File: src/rtl/result_deskew.sv
// Realigns skewed systolic-array column results into whole vectors and buffers
// them in a small FIFO for a downstream consumer with ready/valid handshake.
module result_deskew #(
    parameter int N_COLS     = 4,
    parameter int ACC_BITS   = 32,
    parameter int FIFO_DEPTH = 4
) (
    input  logic                               sys_clk,
    input  logic                               reset,
    input  logic [N_COLS-1:0]                  col_valid,
    input  logic [N_COLS*ACC_BITS-1:0]         col_data,
    output logic                               out_valid,
    input  logic                               out_ready,
    output logic [N_COLS*ACC_BITS-1:0]         out_data,
    output logic                               overflow,
    output logic                               skew_err,
    output logic [$clog2(FIFO_DEPTH):0]        fifo_count
);

    localparam int AW    = $clog2(FIFO_DEPTH);
    localparam int CNT_W = AW + 1;
    localparam int VEC_W = N_COLS * ACC_BITS;
    localparam logic [CNT_W-1:0] FULL_COUNT = CNT_W'(FIFO_DEPTH);

    logic [N_COLS-1:0] aligned_valid;
    logic [VEC_W-1:0]  aligned_data;

    // Column j is delayed by N_COLS-1-j so that every column of a vector
    // lines up with the last column, which passes straight through.
    genvar j;
    generate
        for (j = 0; j < N_COLS; j++) begin : g_col
            localparam int DELAY = N_COLS - 1 - j;
            if (DELAY == 0) begin : g_direct
                assign aligned_valid[j] = col_valid[j];
                assign aligned_data[j*ACC_BITS +: ACC_BITS] = col_data[j*ACC_BITS +: ACC_BITS];
            end else begin : g_delay
                logic [DELAY-1:0]    valid_sr;
                logic [ACC_BITS-1:0] data_sr [DELAY];

                always_ff @(posedge sys_clk) begin
                    if (reset) begin
                        valid_sr <= '0;
                        for (int k = 0; k < DELAY; k++) begin
                            data_sr[k] <= '0;
                        end
                    end else begin
                        valid_sr[0] <= col_valid[j];
                        data_sr[0]  <= col_valid[j] ? col_data[j*ACC_BITS +: ACC_BITS] : '0;
                        for (int k = 1; k < DELAY; k++) begin
                            valid_sr[k] <= valid_sr[k-1];
                            data_sr[k]  <= data_sr[k-1];
                        end
                    end
                end

                assign aligned_valid[j] = valid_sr[DELAY-1];
                assign aligned_data[j*ACC_BITS +: ACC_BITS] = data_sr[DELAY-1];
            end
        end
    endgenerate

    logic push_req;
    logic misaligned;
    logic fifo_full;
    logic do_pop;
    logic do_push;

    assign push_req   = &aligned_valid;
    assign misaligned = (|aligned_valid) && !push_req;
    assign fifo_full  = (fifo_count == FULL_COUNT);
    assign do_pop     = out_valid && out_ready;
    // A full FIFO still accepts a vector when the head leaves on the same edge.
    assign do_push    = push_req && (!fifo_full || do_pop);

    logic [VEC_W-1:0] fifo_mem [FIFO_DEPTH];
    logic [AW-1:0]    wr_ptr;
    logic [AW-1:0]    rd_ptr;

    always_ff @(posedge sys_clk) begin
        if (do_push) begin
            fifo_mem[wr_ptr] <= aligned_data;
        end
    end

    always_ff @(posedge sys_clk) begin
        if (reset) begin
            wr_ptr     <= '0;
            rd_ptr     <= '0;
            fifo_count <= '0;
            overflow   <= 1'b0;
            skew_err   <= 1'b0;
        end else begin
            if (do_push) begin
                wr_ptr <= wr_ptr + 1'b1;
            end
            if (do_pop) begin
                rd_ptr <= rd_ptr + 1'b1;
            end
            case ({do_push, do_pop})
                2'b10:   fifo_count <= fifo_count + 1'b1;
                2'b01:   fifo_count <= fifo_count - 1'b1;
                default: fifo_count <= fifo_count;
            endcase
            if (push_req && !do_push) begin
                overflow <= 1'b1;
            end
            if (misaligned) begin
                skew_err <= 1'b1;
            end
        end
    end

    assign out_valid = (fifo_count != '0);
    assign out_data  = out_valid ? fifo_mem[rd_ptr] : '0;

endmodule
File: config.mk
export PLATFORM = sky130hd
export DESIGN_NAME = result_deskew
export DESIGN_NICKNAME = d
export VERILOG_FILES = /design/src/rtl/result_deskew.sv
export SDC_FILE = /design/constraint.sdc
export NUM_CORES = 1
export LEC_CHECK = 0
export BUFFER_PORTS_ARGS = -buffer_cell sky130_fd_sc_hd__buf_2
export CAP_MARGIN = 20
export CORE_ASPECT_RATIO = 0.8
export CORE_MARGIN = 8
export CORE_UTILIZATION = 62
export DETAILED_ROUTE_END_ITERATION = 12
export PLACE_DENSITY = 0.93
export RECOVER_POWER = 50
export SYNTH_ARGS = -nofsm -noshare
export SYNTH_HDL_FRONTEND = slang
export SYNTH_SLANG_ARGS = --single-unit
File: constraint.sdc
create_clock -name sys_clk -period 9.4 [get_ports sys_clk]
set_input_delay 2.35 -clock sys_clk [delete_from_list [all_inputs] [get_ports sys_clk]]
set_output_delay 2.35 -clock sys_clk [all_outputs]
set_load 0.02 [all_outputs]
# After elaboration in Yosys (flattened, before gate mapping)
# Memory sizes are Yosys's and may differ from the RTL's. A register that Yosys moved wholly into a read port is not among the register bits.
# Index checks and enable logic that the tools add are counted.
[word_totals]
input_bits = 135
n_memories = 4
ff_bits = 15
mem_bits_rw = 704
[memory_table]
columns = ["name", "words", "width", "read_ports", "rd_clocked_by_memory_dff", "write_ports", "line_no", "source"]
rows = [
  ["fifo_mem", 4, 128, 1, 1, 1, "76", "logic [VEC_W-1:0] fifo_mem [FIFO_DEPTH];"],
  ["g_col[0].g_delay.data_sr", 3, 32, 3, 0, 3, "39", "logic [ACC_BITS-1:0] data_sr [DELAY];"],
  ["g_col[1].g_delay.data_sr", 2, 32, 2, 0, 2, "39", ""],
  ["g_col[2].g_delay.data_sr", 1, 32, 1, 0, 1, "39", ""],
]
[classes]
n_bitwise = 5
mux = 19
eq_ne = 3
reduce_logical = 13
n_addsub = 4
[op_table]
columns = ["op", "count"]
rows = [
  ["$mux W32", 9],
  ["$mux W128", 1],
  ["$reduce_or A32 Y1", 1],
  ["$mux W1", 6],
  ["$pmux W3 S2", 1],
  ["$or A1 B1 Y1", 5],
  ["$add A2 B1 Y2 const B", 2],
  ["$logic_and A1 B1 Y1", 4],
  ["$mux W2", 2],
  ["$reduce_and A4 Y1", 1],
  ["$reduce_or A4 Y1", 1],
  ["$add A3 B1 Y3 const B", 1],
  ["$eq A3 B3 Y1 const B", 1],
  ["$logic_not A1 Y1", 3],
  ["$reduce_bool A3 Y1", 1],
  ["$sub A3 B1 Y3 const B", 1],
  ["$eq A2 B1 Y1 const B", 1],
  ["$eq A2 B2 Y1 const B", 1],
  ["$reduce_bool A2 Y1", 1],
  ["$logic_or A1 B1 Y1", 1],
]

# Longest topological paths before layout
# Gate-level depths: netlist of run 1.
[logic_depth]
depth_word = 6
depth_mapped = 7
ltp_nobuf = 6

# Worst setup path before layout of run 1
# Ideal clock, no wire load.
[synth_timing]
path_type = "input-to-reg"
startpoint = "input port col_valid[3]"
endpoint = "memory fifo_mem[0][0] in the netlist's numbering, enable pin"
setup_slack_ps = 3101
n_path_buf = 0
arrival_ps = 5797
cell_stages = 3
required_ps = 8898
setup_ps = 502
path_cell_list = "nand4_4 > nor2_2 > and2_1"
[synth_via]
elab_chain_cells = 4
[synth_lines]
columns = ["element", "line_no", "source"]
rows = [
  ["from (decl)", "10", "input logic [N_COLS-1:0] col_valid,"],
  ["$reduce_and A4 Y1", "69", "assign push_req = &aligned_valid;"],
  ["$logic_and A1 B1 Y1", "74", "assign do_push = push_req && (!fifo_full || do_pop);"],
  ["$mux W1", "81", "if (do_push) begin"],
  ["$mux W1 (not written as such)", "82", "fifo_mem[wr_ptr] <= aligned_data;"],
  ["to (decl)", "76", ""],
]
# Every way passes these cells.

==> results.py, run 1 <==
metrics = {
    "synthesis": {
        "ys_ff_latch": 721,
        "seq_area_frac_synth_pct": 77.67,
        "ys_warn_count": 0,
        "ys_types": 33,
        "syn-num-nets": 1428,
        "synth_edf_count": 512,
        "syn_avg_cell_area_sq_um": 19.55,
        "synthesis.instances": 1288,
        "synth_ff_type": "edfxtp_1",
        "async_flop_share_pct": 0,
        "netlist_area_sq_um": 25180,
    },
    "run_status": {
        "violations": "capacitance limit, slew limit",
        "outcome": "finished, violations left",
    },
    "setup_path": {
        "path_class": "in -> reg",
        "startpoint_type": "input pin",
        "required_ns": 9.64,
        "worstRegToRegCells": 4,
        "r2r_end": "fifo_mem[1][107]",
        "endpoint_kind": "register",
        "crit_fanout": 73,
        "r2r-start": "g_col[2].g_delay.valid_sr",
        "rrSetupSlack_ns": 6.04,
        "worst_ep_arrival_time_ns": 6.69,
    },
    "timing": {
        "fmax_mhz": 154.8,
        "setup_violations": 0,
        "period_minus_slack_ns": 6.459,
        "rsz0062_at_grt": "no",
        "maxSlewHeadroom_pct": -121.1,
        "hold_viol": 0,
        "fin_worst_skew_ns": 0.01774,
        "setup-tns-final_ns": 0,
        "period_share_pct": 68.71,
        "worst_pin_slew_ns": 3.317,
        "drv_slew": 150,
    },
    "placement": {
        "placed_cells": 2047,
        "io_buffers": 268,
        "globalplace.congestion": 0.7573,
        "placedInstanceArea_sq_um": 27010,
        "hpwlAfterDp_um": 27510,
    },
    "clocking": {
        "tritoncts": "built",
        "htreeDepth": 3,
        "insertion_delay_ns": 0.57,
        "cts_setup_buffers": 0,
        "clkTransAtPathRegs_ns": 0.07,
        "cts_buffer_depth": 3,
        "clock-root-buffer": "clkbuf_16",
        "postCtsResizedCells": 0,
        "clock_sinks": 721,
        "postCtsHoldBufs": 0,
        "cts_made_buffers": 66,
    },
    "die": {
        "top_level_ports": 269,
        "die_w_um": 241.3,
        "initial_core_util_pct": 62.36,
        "fp.dieArea_sq_um": 47360,
        "rows": 66,
        "die_y_um": 196.3,
        "design.core.area_sq_um": 40380,
    },
    "power": {
        "leakage_nw": 10.20,
        "power.density_nw_per_um2": 211.6,
        "peakVddDrop_v": 0.0001518,
    },
    "hold_path": {
        "hold_depth": 1,
        "holdCritPathClass": "reg -> reg",
        "min_to": "g_col[0].g_delay.data_sr[0][76]",
        "holdCritStartpoint": "g_col[0].g_delay.data_sr[0][44]",
    },
    "cells_and_area": {
        "fin_nets": 1712,
        "layout-drive-gt1-share_pct": 29.74,
        "instances_no_fill": 2170,
        "synthToLayoutAreaGrowth_pct": 15.65,
        "final_cell_area_sq_um": 29120,
        "ff_latch_area_sq_um": 19570,
        "multi_input_area_sq_um": 5294,
        "nFillCells": 2293,
        "post-route-util_pct": 72.12,
    },
    "grt": {
        "antenna_found_initial": 2,
        "grt_max_degree": 74,
        "gr-usage-all-layers_pct": 20.54,
        "grt_pass1_vias": 12780,
        "overflow": 0,
        "grt_pass1_wl_um": 73440,
    },
    "routing": {
        "drt_pass1_iterations": 5,
        "vias": 12030,
        "wl_per_cell_um": 22.49,
        "drc_errors": 0,
        "antenna_left": 0,
        "viasPerCell": 5.543,
        "drt_iter0_drc": 891,
        "wirelength_um": 48800,
    },
    "job": {
        "maxCapViolCount": 3,
    },
}
[area by class of cell]
type / instances / area share, %
antenna: 2 / 0.01719
clock buffer: 93 / 6.698
clock inverter: 27 / 0.7390
inverter: 5 / 0.06445
multi-input combinational: 498 / 18.18
sequential: 721 / 67.19
tap: 544 / 2.337
timing repair buffer: 280 / 4.778
[worst max-delay path by stage]
stage | start | end | slack (ns)
3_5_place_dp | col_valid[3] | fifo_mem[0][112] | 4.08
2_1_floorplan | col_valid[3] | fifo_mem[0][0] | 3.10
5_1_grt | reset | g_col[1].g_delay.data_sr[0][28] | 2.44
4_1_cts | register | out_data[22] | 3.66
3_3_place_gp | col_valid[3] | fifo_mem[0][116] | 4.12
6_report | reset | g_col[1].g_delay.data_sr[0][54] | 2.94
[placed cells by master (no fill, tap or decap), types with 3 or more instances in the layout]
master     instances
inv_6              3
and2_0            30
and2_4             4
clkinv_2          10
nor2b_1          101
ha_1               4
a21oi_1            3
clkbuf_16         72
clkbuf_8           7
dfxtp_1          207
buf_4              8
and2_1           194
nor2_1            11
edfxtp_1         512
bufinv_16          3
clkbuf_1          50
clkinv_1           9
inv_1              5
mux4_2           128
buf_2            235
[cells in the mapped netlist, types with 2 or more instances]
master    count  area, sq um
edfxtp_1    512        15370
mux4_2      128         2883
buf_1        11        41.29
nor2_1       11        41.29
ha_1          4        50.05
dfxtp_1     209         4184
xor2_1        2        17.52
buf_4         9        67.56
clkbuf_4      2        15.01
or3_1         2        12.51
a21oi_1       3        15.01
and2_1      228         1426
buf_2         6        30.03
nand3_1       2        10.01
buf_6         4        45.04
inv_1         5        18.77
nor2b_1     102        638.1
clkbuf_1     32        120.1
mux2_4        2        30.03
[cells by family (layout without fill, tap and decap cells)]
group | count (synthesis) | after routing | share of synthesized area (%)
AOI/OAI and AO/OA | 7 | 7 | 0.2236
xor gates and xnor gates | 3 | 3 | 0.1044
adders and majority gates | 5 | 5 | 0.2783
buffers and inverters | 69 | 405 | 1.342
DFF | 721 | 721 | 77.67
muxes | 131 | 131 | 11.61
other | 0 | 2 | 0
and+or+nand+nor | 352 | 352 | 8.770
[registers in the layout, summed over array words and instances, names as in the netlist, named ones only]
name / cells
g_col.g_delay.valid_sr: 6
skew_err: 1
rd_ptr: 2
fifo_mem: 512
fifo_count: 3
overflow: 1
g_col.g_delay.data_sr: 192
wr_ptr: 2
[report_power, final]
part           switching, W  internal, W
Combinational     0.0000485    0.0000402
Sequential        0.0000166      0.00341
Clock               0.00111      0.00154
Total               0.00118      0.00499
[routing by layer]
metal  up-vias  share of wire [%]  global-route usage, %
met3        98                5.8                  3.898
li1       5377                  -                      -
met2       424                 51                  34.89
met1      6129                 40                  26.55
met4         0                2.9                  7.004
met5         -                  0                      0
[worst max-delay path, cell delays in order]
cell      delay, ns
clkbuf_1       1.43
clkbuf_1       2.42
nor2b_1        0.41
[through the flow]
step / worst slack, ns / hold slack (ns) / total power [W]
after global placement: 4.119 / 0.4152 / 0.003578
after CTS: 3.656 / 0.4318 / 0.006204
after floorplan: 3.101 / 0.4138 / 0.003530
final: 2.941 / 0.4263 / 0.006163
after detailed placement: 4.084 / 0.4204 / 0.003585
after global routing: 2.445 / 0.4507 / 0.006325
Note: power is estimated with default switching activity, not from simulation.
==> run 2, diff against run 1 <==
--- a/config.mk
+++ b/config.mk
@@ -9,9 +9,9 @@
 export CAP_MARGIN = 20
 export CORE_ASPECT_RATIO = 0.8
 export CORE_MARGIN = 8
-export CORE_UTILIZATION = 62
+export CORE_UTILIZATION = 52
 export DETAILED_ROUTE_END_ITERATION = 12
-export PLACE_DENSITY = 0.93
+export PLACE_DENSITY = 0.84
 export RECOVER_POWER = 50
 export SYNTH_ARGS = -nofsm -noshare
 export SYNTH_HDL_FRONTEND = slang
==> constraint.sdc (replaced) <==
create_clock -name sys_clk -period 5.7 [get_ports sys_clk]
set_input_delay 1.425 -clock sys_clk [delete_from_list [all_inputs] [get_ports sys_clk]]
set_output_delay 1.425 -clock sys_clk [all_outputs]
set_load 0.02 [all_outputs]
==> results.py, run 2 (synthesis gave the netlist of run 1 again) <==
metrics = {
    "run_status": {
        "outcome": "finished, violations left",
        "violations": "capacitance limit, slew limit",
    },
    "setup_path": {
        "slowest_delay_ns": 0.91,
        "critical_path.top_delay_family": "flip-flops",
        "crit_buf_inv": 2,
        "path_class": "reg -> out",
        "rrSetupSlack_ns": 2.94,
        "r2r-start": "g_col[2].g_delay.valid_sr",
        "path_cells": "buf_4 -> mux4_2 -> and2_1 -> buf_2",
        "required_ns": 4.28,
        "crit_fanout": 42,
        "endpoint_kind": "primary output",
        "startpoint_type": "register",
        "slowest_stage": "dfxtp_4",
        "worst_ep_arrival_time_ns": 2.85,
    },
    "timing": {
        "rsz0062_at_grt": "no",
        "worst_pin_slew_ns": 2.171,
        "drv_slew": 76,
        "timing.hold.ws_ns": 0.4339,
        "period_share_pct": 74.96,
        "setup-tns-final_ns": 0,
        "fmax_mhz": 234.1,
        "period_minus_slack_ns": 4.272,
        "maxSlewHeadroom_pct": -44.72,
        "hold_viol": 0,
        "setup_violations": 0,
        "fin_worst_skew_ns": 0.02141,
    },
    "routing": {
        "viasPerCell": 5.215,
        "wirelength_um": 47950,
        "wl_per_cell_um": 21.17,
        "drc_errors": 0,
        "drt_iter0_drc": 709,
        "vias": 11810,
        "antenna_left": 0,
        "drt_pass1_iterations": 5,
    },
    "cells_and_area": {
        "reg_top3": "fifo_mem (512), g_col.g_delay.data_sr (192), g_col.g_delay.valid_sr (6)",
        "top_register": "fifo_mem",
        "fin_nets": 1723,
        "final_cell_mix": "edfxtp_1 (512), buf_2 (235), dfxtp_1 (207), and2_1 (181), mux4_2 (128)",
        "largest_reg_flops": 512,
        "synthToLayoutAreaGrowth_pct": 16.56,
        "num_antenna_cells": 0,
        "ff_latch_area_sq_um": 19570,
        "layout-drive-gt1-share_pct": 30.01,
        "final_cell_area_sq_um": 29350,
        "nFillCells": 3401,
        "multi_input_area_sq_um": 5301,
        "post-route-util_pct": 61.01,
        "mostFrequentLayoutCell": "edfxtp_1",
    },
    "die": {
        "rows": 72,
        "top_level_ports": 269,
        "fp.dieArea_sq_um": 55770,
        "design.core.area_sq_um": 48110,
        "initial_core_util_pct": 52.34,
        "die_y_um": 212.8,
        "die_w_um": 262.0,
    },
    "grt": {
        "gr-usage-all-layers_pct": 17.30,
        "grt_pass1_wl_um": 72960,
        "antenna_found_initial": 2,
        "grt_pass1_vias": 12890,
        "grt_max_degree": 84,
        "overflow": 0,
    },
    "clocking": {
        "cts_setup_buffers": 0,
        "clkTransAtPathRegs_ns": 0.06,
        "postCtsHoldBufs": 0,
        "insertion_delay_ns": 0.60,
        "clock_sinks": 721,
        "htreeDepth": 3,
        "clock-root-buffer": "clkbuf_16",
        "postCtsResizedCells": 0,
        "cts_buffer_depth": 3,
        "tritoncts": "built",
        "cts_made_buffers": 68,
    },
    "power": {
        "swShare_pct": 19.14,
        "leakage_nw": 10.24,
        "p_clk_share_pct": 43.0,
        "p_int_w": 0.008214,
        "power_frac_comb_pct": 1.4,
        "p_sw_w": 0.001944,
        "power.density_nw_per_um2": 346.1,
        "peakVddDrop_v": 0.0002301,
        "power_frac_seq_pct": 55.6,
        "fin_total_pwr_w": 0.01016,
    },
    "placement": {
        "io_buffers": 268,
        "globalplace.congestion": 0.7203,
        "placedInstanceArea_sq_um": 27250,
        "hpwlAfterDp_um": 28690,
    },
    "hold_path": {
        "holdCritStartpoint": "g_col[0].g_delay.data_sr[0][43]",
        "holdCritPathClass": "reg -> reg",
    },
    "job": {
        "maxCapViolCount": 2,
    },
}
## run 2: worst register-to-register path, delay by kind of cell (launching register included)
kind          cells  cell delay (ns)
simple gates      3             1.49
buf+inv           1             0.52
flops             1             0.43
## run 2: power groups by stage
stage               Clock, W  Sequential, W  Combinational (W)
finish               0.00436        0.00565           0.000146
CTS                  0.00447        0.00565           0.000155
detailed placement         0        0.00576           0.000154
global route         0.00465        0.00565           0.000163
global placement           0        0.00576           0.000149
floorplan                  0        0.00575          0.0000687
## run 2: final timing paths
| kind | to | depth (start not counted) |
|---|---|---|
| worst max-delay path | out_data[89] | 4 |
| worst max register to register | fifo_mem[0][121] | 4 |
| worst min-delay path | g_col[0].g_delay.data_sr[0][75] | 1 |
| worst min register to register | g_col[0].g_delay.data_sr[0][75] | 1 |
## run 2: area by class of cell
type                       instances  share of cell area [%]
multi-input combinational        498                   18.06
timing repair buffer             289                   5.197
clock inverter                    30                   1.138
tap                              629                   2.682
sequential                       721                   66.67
inverter                           5                 0.06395
clock buffer                      93                   6.190
## run 2: through the flow
step,setup slack (ns),cells
6_report,1.428,2265
5_1_grt,1.193,2265
4_1_cts,1.275,2265
3_5_place_dp,1.817,2142
3_3_place_gp,1.868,2142
2_1_floorplan,0.3256,1288
## run 2: metal layers
layer	GRT usage (%)	part of all wire [%]	vias up
li1	-	-	5398
met1	22.51	42	5994
met2	29.00	50	338
met3	4.205	6.0	81
met4	4.960	2.1	2
met5	0	0.029	-
